===== config.mk =====
export PLATFORM = sky130hd
export DESIGN_NAME = lb_responder_flat
export DESIGN_NICKNAME = d
export VERILOG_FILES = /design/src/rtl/lb_responder_if.sv /design/src/rtl/lb_responder.sv /design/src/flat_wrapper.sv
export SDC_FILE = /design/constraint.sdc
export NUM_CORES = 1
export LEC_CHECK = 0
export CAP_MARGIN = 10
export CORE_MARGIN = 1
export CORE_UTILIZATION = 45
export CTS_CLUSTER_DIAMETER = 60
export DETAILED_ROUTE_END_ITERATION = 8
export PLACE_DENSITY = 0.74
export SYNTH_ARGS = -nofsm -noshare
export SYNTH_HDL_FRONTEND = slang
export SYNTH_SLANG_ARGS = --single-unit

===== constraint.sdc =====
create_clock -name clk -period 2.9 [get_ports clk]
set_clock_uncertainty 0.05 [all_clocks]
set_input_delay 0.58 -clock clk [delete_from_list [all_inputs] [get_ports clk]]
set_output_delay 0.58 -clock clk [all_outputs]
set_load 0.01 [all_outputs]

===== src/rtl/lb_responder_if.sv =====
`default_nettype none
// ============================================================================
// Module  : lb_responder_if
// Brief   : Local-bus handshake bundle between a bus master and lb_responder.
// Revision: 1.0 - initial release
// ============================================================================
interface lb_responder_if;
   logic [23:0] lb_addr;
   logic        lb_write;
   logic        lb_read;
   logic [31:0] lb_wdata;
   logic [31:0] lb_rdata;

   modport master (
      output lb_addr,
      output lb_write,
      output lb_read,
      output lb_wdata,
      input  lb_rdata
   );

   modport slave (
      input  lb_addr,
      input  lb_write,
      input  lb_read,
      input  lb_wdata,
      output lb_rdata
   );
endinterface
`default_nettype wire


===== src/rtl/lb_responder.sv =====
`default_nettype none
// ============================================================================
// Module  : lb_responder
// Brief   : Local-bus register block: 8 RW registers, ID word, 64-bit cycle
//           counter with high snapshot, and a readback FIFO that is built only
//           when LB_RESPONDER_FIFO_EN is defined.
// Revision: 1.0 - initial release
// ============================================================================
module lb_responder #(
   parameter logic [23:0] BASE          = 24'h000000,
   parameter int          READ_PIPE_LEN = 3,
   parameter logic [31:0] ID_WORD       = 32'h4C425231,
   parameter int          FIFO_AW       = 3
) (
   input  wire logic         clk,
   input  wire logic         rst,
   lb_responder_if.slave     lb,
   output logic [255:0]      reg_out,
   input  wire logic [31:0]  fifo_din,
   input  wire logic         fifo_push,
   output logic              fifo_full
);

   // ------------------------------------------------------------------------
   // Decode and read-start detection
   // ------------------------------------------------------------------------
   logic        w_hit;
   logic [3:0]  w_off;
   logic        w_wr_hit;
   logic        w_read_start;
   logic        r_prev_read;
   logic [23:0] r_prev_addr;

   assign w_hit        = (lb.lb_addr[23:4] == BASE[23:4]);
   assign w_off        = lb.lb_addr[3:0];
   assign w_wr_hit     = lb.lb_write && w_hit;
   // A held read only restarts when the address moves underneath it.
   assign w_read_start = lb.lb_read && (!r_prev_read || (lb.lb_addr != r_prev_addr));

   always_ff @(posedge clk) begin
      if (rst) begin
         r_prev_read <= 1'b0;
         r_prev_addr <= '0;
      end else begin
         r_prev_read <= lb.lb_read;
         r_prev_addr <= lb.lb_addr;
      end
   end

   // ------------------------------------------------------------------------
   // RW registers
   // ------------------------------------------------------------------------
   logic [31:0] r_regs [0:7];

   always_ff @(posedge clk) begin
      if (rst) begin
         for (int i = 0; i < 8; i++) begin
            r_regs[i] <= '0;
         end
      end else if (w_wr_hit && !w_off[3]) begin
         r_regs[w_off[2:0]] <= lb.lb_wdata;
      end
   end

   generate
      for (genvar n = 0; n < 8; n++) begin : g_reg_out
         assign reg_out[32*n +: 32] = r_regs[n];
      end
   endgenerate

   // ------------------------------------------------------------------------
   // Cycle counter and high-word snapshot
   // ------------------------------------------------------------------------
   logic [63:0] r_count;
   logic [31:0] r_snap;

   always_ff @(posedge clk) begin
      if (rst) begin
         r_count <= '0;
         r_snap  <= '0;
      end else begin
         r_count <= r_count + 64'd1;
         if (w_read_start && w_hit && (w_off == 4'h9)) begin
            r_snap <= r_count[63:32];
         end
      end
   end

   // ------------------------------------------------------------------------
   // Readback FIFO
   // ------------------------------------------------------------------------
   logic [31:0] w_status;
   logic [31:0] w_head;

`ifdef LB_RESPONDER_FIFO_EN
   localparam int                 c_DEPTH    = 1 << FIFO_AW;
   localparam logic [FIFO_AW:0]   c_FULL_OCC = (FIFO_AW+1)'(c_DEPTH);
   localparam logic [FIFO_AW:0]   c_OCC_ONE  = (FIFO_AW+1)'(1);
   localparam logic [FIFO_AW-1:0] c_PTR_ONE  = FIFO_AW'(1);

   logic [31:0]        r_mem [0:c_DEPTH-1];
   logic [FIFO_AW-1:0] r_wptr;
   logic [FIFO_AW-1:0] r_rptr;
   logic [FIFO_AW:0]   r_occ;
   logic               r_ovf;
   logic               r_unf;

   logic w_empty;
   logic w_full;
   logic w_clear;
   logic w_pop_req;
   logic w_pop;
   logic w_push;
   logic w_ovf_set;
   logic w_unf_set;

   assign w_empty   = (r_occ == '0);
   assign w_full    = (r_occ == c_FULL_OCC);
   assign w_clear   = w_wr_hit && (w_off == 4'hB) && lb.lb_wdata[0];
   assign w_pop_req = w_read_start && w_hit && (w_off == 4'hC);
   assign w_pop     = w_pop_req && !w_empty;
   // A real pop frees a slot in the same cycle, so a full FIFO still accepts.
   assign w_push    = fifo_push && !w_clear && (!w_full || w_pop);
   assign w_ovf_set = fifo_push && w_full && !w_pop;
   assign w_unf_set = w_pop_req && w_empty;

   always_ff @(posedge clk) begin
      if (rst || w_clear) begin
         r_wptr <= '0;
         r_rptr <= '0;
         r_occ  <= '0;
         r_ovf  <= 1'b0;
         r_unf  <= 1'b0;
      end else begin
         if (w_push) begin
            r_wptr <= r_wptr + c_PTR_ONE;
         end
         if (w_pop) begin
            r_rptr <= r_rptr + c_PTR_ONE;
         end
         if (w_push && !w_pop) begin
            r_occ <= r_occ + c_OCC_ONE;
         end else if (w_pop && !w_push) begin
            r_occ <= r_occ - c_OCC_ONE;
         end
         if (w_ovf_set) begin
            r_ovf <= 1'b1;
         end
         if (w_unf_set) begin
            r_unf <= 1'b1;
         end
      end
   end

   always_ff @(posedge clk) begin
      if (w_push) begin
         r_mem[r_wptr] <= fifo_din;
      end
   end

   always_comb begin
      w_status              = '0;
      w_status[FIFO_AW:0]   = r_occ;
      w_status[16]          = r_ovf;
      w_status[17]          = r_unf;
      w_status[31]          = w_empty;
   end

   assign w_head    = w_empty ? 32'd0 : r_mem[r_rptr];
   assign fifo_full = w_full;
`else
   logic w_unused_fifo;

   assign w_unused_fifo = &{1'b0, fifo_din, fifo_push};
   assign w_status      = '0;
   assign w_head        = '0;
   assign fifo_full     = 1'b0;
`endif

   // ------------------------------------------------------------------------
   // Read select and latency pipeline
   // ------------------------------------------------------------------------
   logic [31:0] w_rsel;

   always_comb begin
      w_rsel = '0;
      if (w_hit) begin
         if (!w_off[3]) begin
            w_rsel = r_regs[w_off[2:0]];
         end else begin
            case (w_off[2:0])
               3'd0:    w_rsel = ID_WORD;
               3'd1:    w_rsel = r_count[31:0];
               3'd2:    w_rsel = r_snap;
               3'd3:    w_rsel = w_status;
               3'd4:    w_rsel = w_head;
               default: w_rsel = '0;
            endcase
         end
      end
   end

   logic [31:0]              r_pipe_data [0:READ_PIPE_LEN-1];
   logic [READ_PIPE_LEN-1:0] r_pipe_vld;
   logic [31:0]              r_rdata_hold;
   logic [31:0]              w_rdata;

   // The last stage overrides the held value only in the cycle a result lands.
   assign w_rdata     = r_pipe_vld[READ_PIPE_LEN-1] ? r_pipe_data[READ_PIPE_LEN-1]
                                                     : r_rdata_hold;
   assign lb.lb_rdata = w_rdata;

   always_ff @(posedge clk) begin
      if (rst) begin
         r_pipe_vld   <= '0;
         r_rdata_hold <= '0;
         for (int k = 0; k < READ_PIPE_LEN; k++) begin
            r_pipe_data[k] <= '0;
         end
      end else begin
         r_pipe_vld[0]  <= w_read_start;
         r_pipe_data[0] <= w_rsel;
         for (int k = 1; k < READ_PIPE_LEN; k++) begin
            r_pipe_vld[k]  <= r_pipe_vld[k-1];
            r_pipe_data[k] <= r_pipe_data[k-1];
         end
         r_rdata_hold <= w_rdata;
      end
   end

endmodule
`default_nettype wire


===== src/flat_wrapper.sv =====
// flat-port wrapper written by rule: the top's interface ports become plain ports
module lb_responder_flat 
#(
   parameter logic [23:0] BASE          = 24'h000000,
   parameter int          READ_PIPE_LEN = 3,
   parameter logic [31:0] ID_WORD       = 32'h4C425231,
   parameter int          FIFO_AW       = 3
)
  (clk, rst, reg_out, fifo_din, fifo_push, fifo_full, lb_lb_addr, lb_lb_write, lb_lb_read, lb_lb_wdata, lb_lb_rdata);
  lb_responder_if lb_i ();
  input  wire logic clk;
  input  wire logic rst;
  output logic [255:0] reg_out;
  input  wire logic [31:0] fifo_din;
  input  wire logic fifo_push;
  output logic fifo_full;
  input wire logic [$bits(lb_i.lb_addr)-1:0] lb_lb_addr;
  input wire logic [$bits(lb_i.lb_write)-1:0] lb_lb_write;
  input wire logic [$bits(lb_i.lb_read)-1:0] lb_lb_read;
  input wire logic [$bits(lb_i.lb_wdata)-1:0] lb_lb_wdata;
  output wire logic [$bits(lb_i.lb_rdata)-1:0] lb_lb_rdata;
  assign lb_i.lb_addr = lb_lb_addr;
  assign lb_i.lb_write = lb_lb_write;
  assign lb_i.lb_read = lb_lb_read;
  assign lb_i.lb_wdata = lb_lb_wdata;
  assign lb_lb_rdata = lb_i.lb_rdata;
  lb_responder #(.BASE(BASE), .READ_PIPE_LEN(READ_PIPE_LEN), .ID_WORD(ID_WORD), .FIFO_AW(FIFO_AW)) u_core (.clk(clk), .rst(rst), .lb(lb_i), .reg_out(reg_out), .fifo_din(fifo_din), .fifo_push(fifo_push), .fifo_full(fifo_full));
endmodule

==> impl_results.md <==
* Starting DRC count in detailed routing at 1280
* Die width at ~220 µm
* Count of buffers added by post-CTS timing repair for setup at 0
* Worst R2R Start: u_core.r_count[10]
* Number of flip-flops and latches in the synthesized netlist at 508
* Max_cap viols at 0
* Fraction of final layout cells sized beyond drive strength 1 at 0.1382
* Minimum setup slack after placement at -0.3802 ns
* Crit Path Class: flip-flop to output port
* Placeable Area at 0.04685 mm²
* Most frequent cells in the layout: 342 x clkdlybuf4s50_1, 259 x and2_1, 256 x edfxtp_1
* Unrepaired setup endpoints after global routing: no
* Root Buffer: clkbuf_16
* Ys async rst share at 0
* Residual DRC count at 10
* Clock edge transition at the registers on the reported setup and hold paths at ~0.070 ns
* Clock tree from TritonCTS: built
* Yosys warnings at 0
* Hold-fix buffers at CTS at 0
* Clock insertion delay at the later pin of the skew report at about 0.62 ns
* Number of cells upsized or downsized after cts at 0
* Number of cells on the worst reg-to-reg path at 5
* Final critical delay including setup and external delays at 2.749 ns
* Avg Synthesized Cell Area at around 13 µm²
* Starting Density at 0.4599
* Die Height at around 220 µm
* Critical path capture point type: output port
* CTS max path bufs at 3
* TritonCTS Buffers at between 50 and 60
* Dominant register cell in the synthesized netlist: edfxtp_1
* Mean number of vias per cell at roughly 5.5
* Type of origin of the critical path: flip-flop
* Placer's final routability congestion estimate at 0.8616
* Final Hold Viols at 0
* Via count of the first global-routing pass at approximately 15000
* Die area at between 0.04 and 0.05 mm²
* Post-Synthesis Net Count at 1803
* Wire length reported by the detailed router at 61480 µm
* Number of H-tree levels at 2
* Max Fclk at 363.8 MHz
* Post-synthesis cell type count at 50
* Overall power after layout at roughly 16000 µW
* Leakage dissipation at between 0.009 and 0.01 µW
* Post-Synthesis Cells at 1709
* Vias after detailed routing at roughly 15000
* Required time at the worst-slack endpoint at approximately 2.3 ns
* Biggest fanout along the worst timing path at 32
* Worst R2R End: u_core.r_count[37]
* Count of non-filler cells in the finished layout at about 2700
* Power density over the cells at between 500 and 600 mW/mm²
* Status: finished, violations left
* Most common library cell in the layout ignoring fill and taps: clkdlybuf4s50_1
* Overall track demand over capacity in global routing at 0.2501
* Buffers on Ports at 347
* Area Overhead vs Synth at 29.36%
* Row count at 79
* Worst setup slack for register-to-register paths at ~0.47 ns
* Worst path arrival time at about 2.1 ns
* Part of the cycle the worst path needs at 0.9479
* Post-DR wirelength/cell at 22.42 µm
* Launching instance or port of the critical path: u_core.r_pipe_vld[2]
* Net count, final at approximately 2200
* Final count of pins violating max slew at 0
* Slew Limit Headroom at 0.4591
* Summed instance area of the synthesized netlist at between 0.02 and 0.025 mm²
* First drt pass iteration count at 9
* Total placed cells including tap cells at ~2600
* Ports placed on the boundary at 382
* EDFF count, synth at 256
* Initial antenna violation count at 2
* Final standard cell utilization of the core at 0.5949
* CP Capture Point: lb_lb_rdata[26]
* Overall overflow remaining after global route at 0
* Sequential-to-total area share from yosys stat at 0.5909
* Clock sink count at between 500 and 600
* Post-detailed-placement half-perimeter wirelength at 43630 µm
* Slew of the pin with the lowest slew margin at roughly 0.81 ns
* Detail Route Antenna Nets at 0
* Peak VDD IR at around 0.57 mV
* Violated checks: design-rule violations
* Hold WC Path Type: input pin to flip-flop
* Wire length of the first global-routing pass at approximately 93000 µm
* Setup-failing EPs final at 0
* Pin count of the biggest net entering global routing at just under 200
* Worst Slack Setup Final at approximately 0.15 ns
report_power, final:
part / leakage, µW / total (µW) / internal (µW) / switching [µW]
Sequential: 0.00447 / 7890 / 7740 / 149
Combinational: 0.00443 / 1460 / 733 / 723
Clock: 0.000827 / 6610 / 3780 / 2830
state kept, by name (all words and copies together), names as in the netlist:
| signal | flops |
|---|---|
| u_core.r_rdata_hold | 32 |
| u_core.r_pipe_data | 96 |
| u_core.r_prev_read | 1 |
| u_core.r_count | 64 |
| u_core.r_pipe_vld | 3 |
| u_core.r_snap | 32 |
| u_core.r_prev_addr | 24 |
| u_core.r_regs | 256 |
critical path, stage by stage, from the launching register on:
cell             delay (ns)
dfxtp_1                0.32
buf_6                  0.28
mux2_2                 0.41
clkdlybuf4s50_1        0.49
Yosys cell counts, types with 9 or more instances:
cell,n,share of area
buf_1,9,0.0016
xor2_1,15,0.0061
nand2_1,23,0.0040
dfxtp_1,252,0.23
nor2_1,77,0.013
nand3_1,33,0.0077
buf_6,18,0.0094
o21ai_0,27,0.0063
buf_2,12,0.0028
mux2_2,32,0.017
nand4_1,22,0.0064
a22oi_1,21,0.0073
clkbuf_1,67,0.012
mux4_2,64,0.067
a31oi_1,10,0.0029
or4_1,19,0.0066
inv_1,32,0.0056
or3_1,17,0.0049
o31ai_1,20,0.0070
o22a_1,21,0.0085
nand2b_1,65,0.019
and2_1,259,0.075
mux2i_1,64,0.030
nor2b_1,123,0.036
xnor2_1,32,0.013
edfxtp_1,256,0.36
or2_2,9,0.0026
a21oi_1,50,0.012
metal layers:
| layer | GRT usage | wire, µm | up-vias |
|---|---|---|---|
| met5 | 0 | 16 | - |
| met1 | 0.3201 | 24270 | 7384 |
| met4 | 0.07625 | 1553 | 2 |
| met3 | 0.07277 | 6178 | 96 |
| li1 | - | - | 6836 |
| met2 | 0.4101 | 29460 | 647 |
how the worst min path moves through the flow:
stage / depth (start not counted) / start / to
final: 2 / lb_lb_addr[3] / u_core.r_prev_addr[3]
after global routing: 2 / lb_lb_addr[1] / u_core.r_prev_addr[1]
after CTS: 2 / lb_lb_addr[3] / u_core.r_prev_addr[3]
after detailed placement: 1 / u_core.r_pipe_data[0][48] / u_core.r_pipe_data[0][80]
after global placement: 1 / u_core.r_pipe_vld[1] / u_core.r_pipe_vld[2]
after floorplan: 1 / u_core.r_pipe_data[0][0] / u_core.r_pipe_data[0][32]
final cells by class:
class | count | area (µm²)
multi-input combinational | 1058 | 8124
inverter | 32 | 120.1
antenna | 1 | 2.502
clock buffer | 75 | 1498
clock inverter | 18 | 195.2
sequential | 508 | 12730
fill | 3710 | 18980
tap | 607 | 759.5
timing repair buffer | 443 | 4441
logic make-up (layout without fill, tap and decap cells):
family / after synthesis / count (layout) / share of synthesized area
AOI/OAI and AO/OA: 155 / 155 / 0.04611
xor gates and xnor gates: 47 / 47 / 0.01911
adders and majority gates: 1 / 1 / 0.0005806
buffers and inverters: 143 / 568 / 0.03310
DFF: 508 / 508 / 0.5909
muxes: 160 / 160 / 0.1134
other: 1 / 2 / 0.0001740
and+or+nand+nor: 694 / 694 / 0.1966
through the flow:
stage,area [µm²],TNS [ns],hold slack [ns]
global placement,26170,-124.54,0.3673
finish,27870,0,0.3302
CTS,27870,0,0.2996
global route,27870,0,0.3235
floorplan,21560,0,0.3638
detailed placement,26170,-161.99,0.3733
No activity file was read; power rests on OpenSTA's default activity.
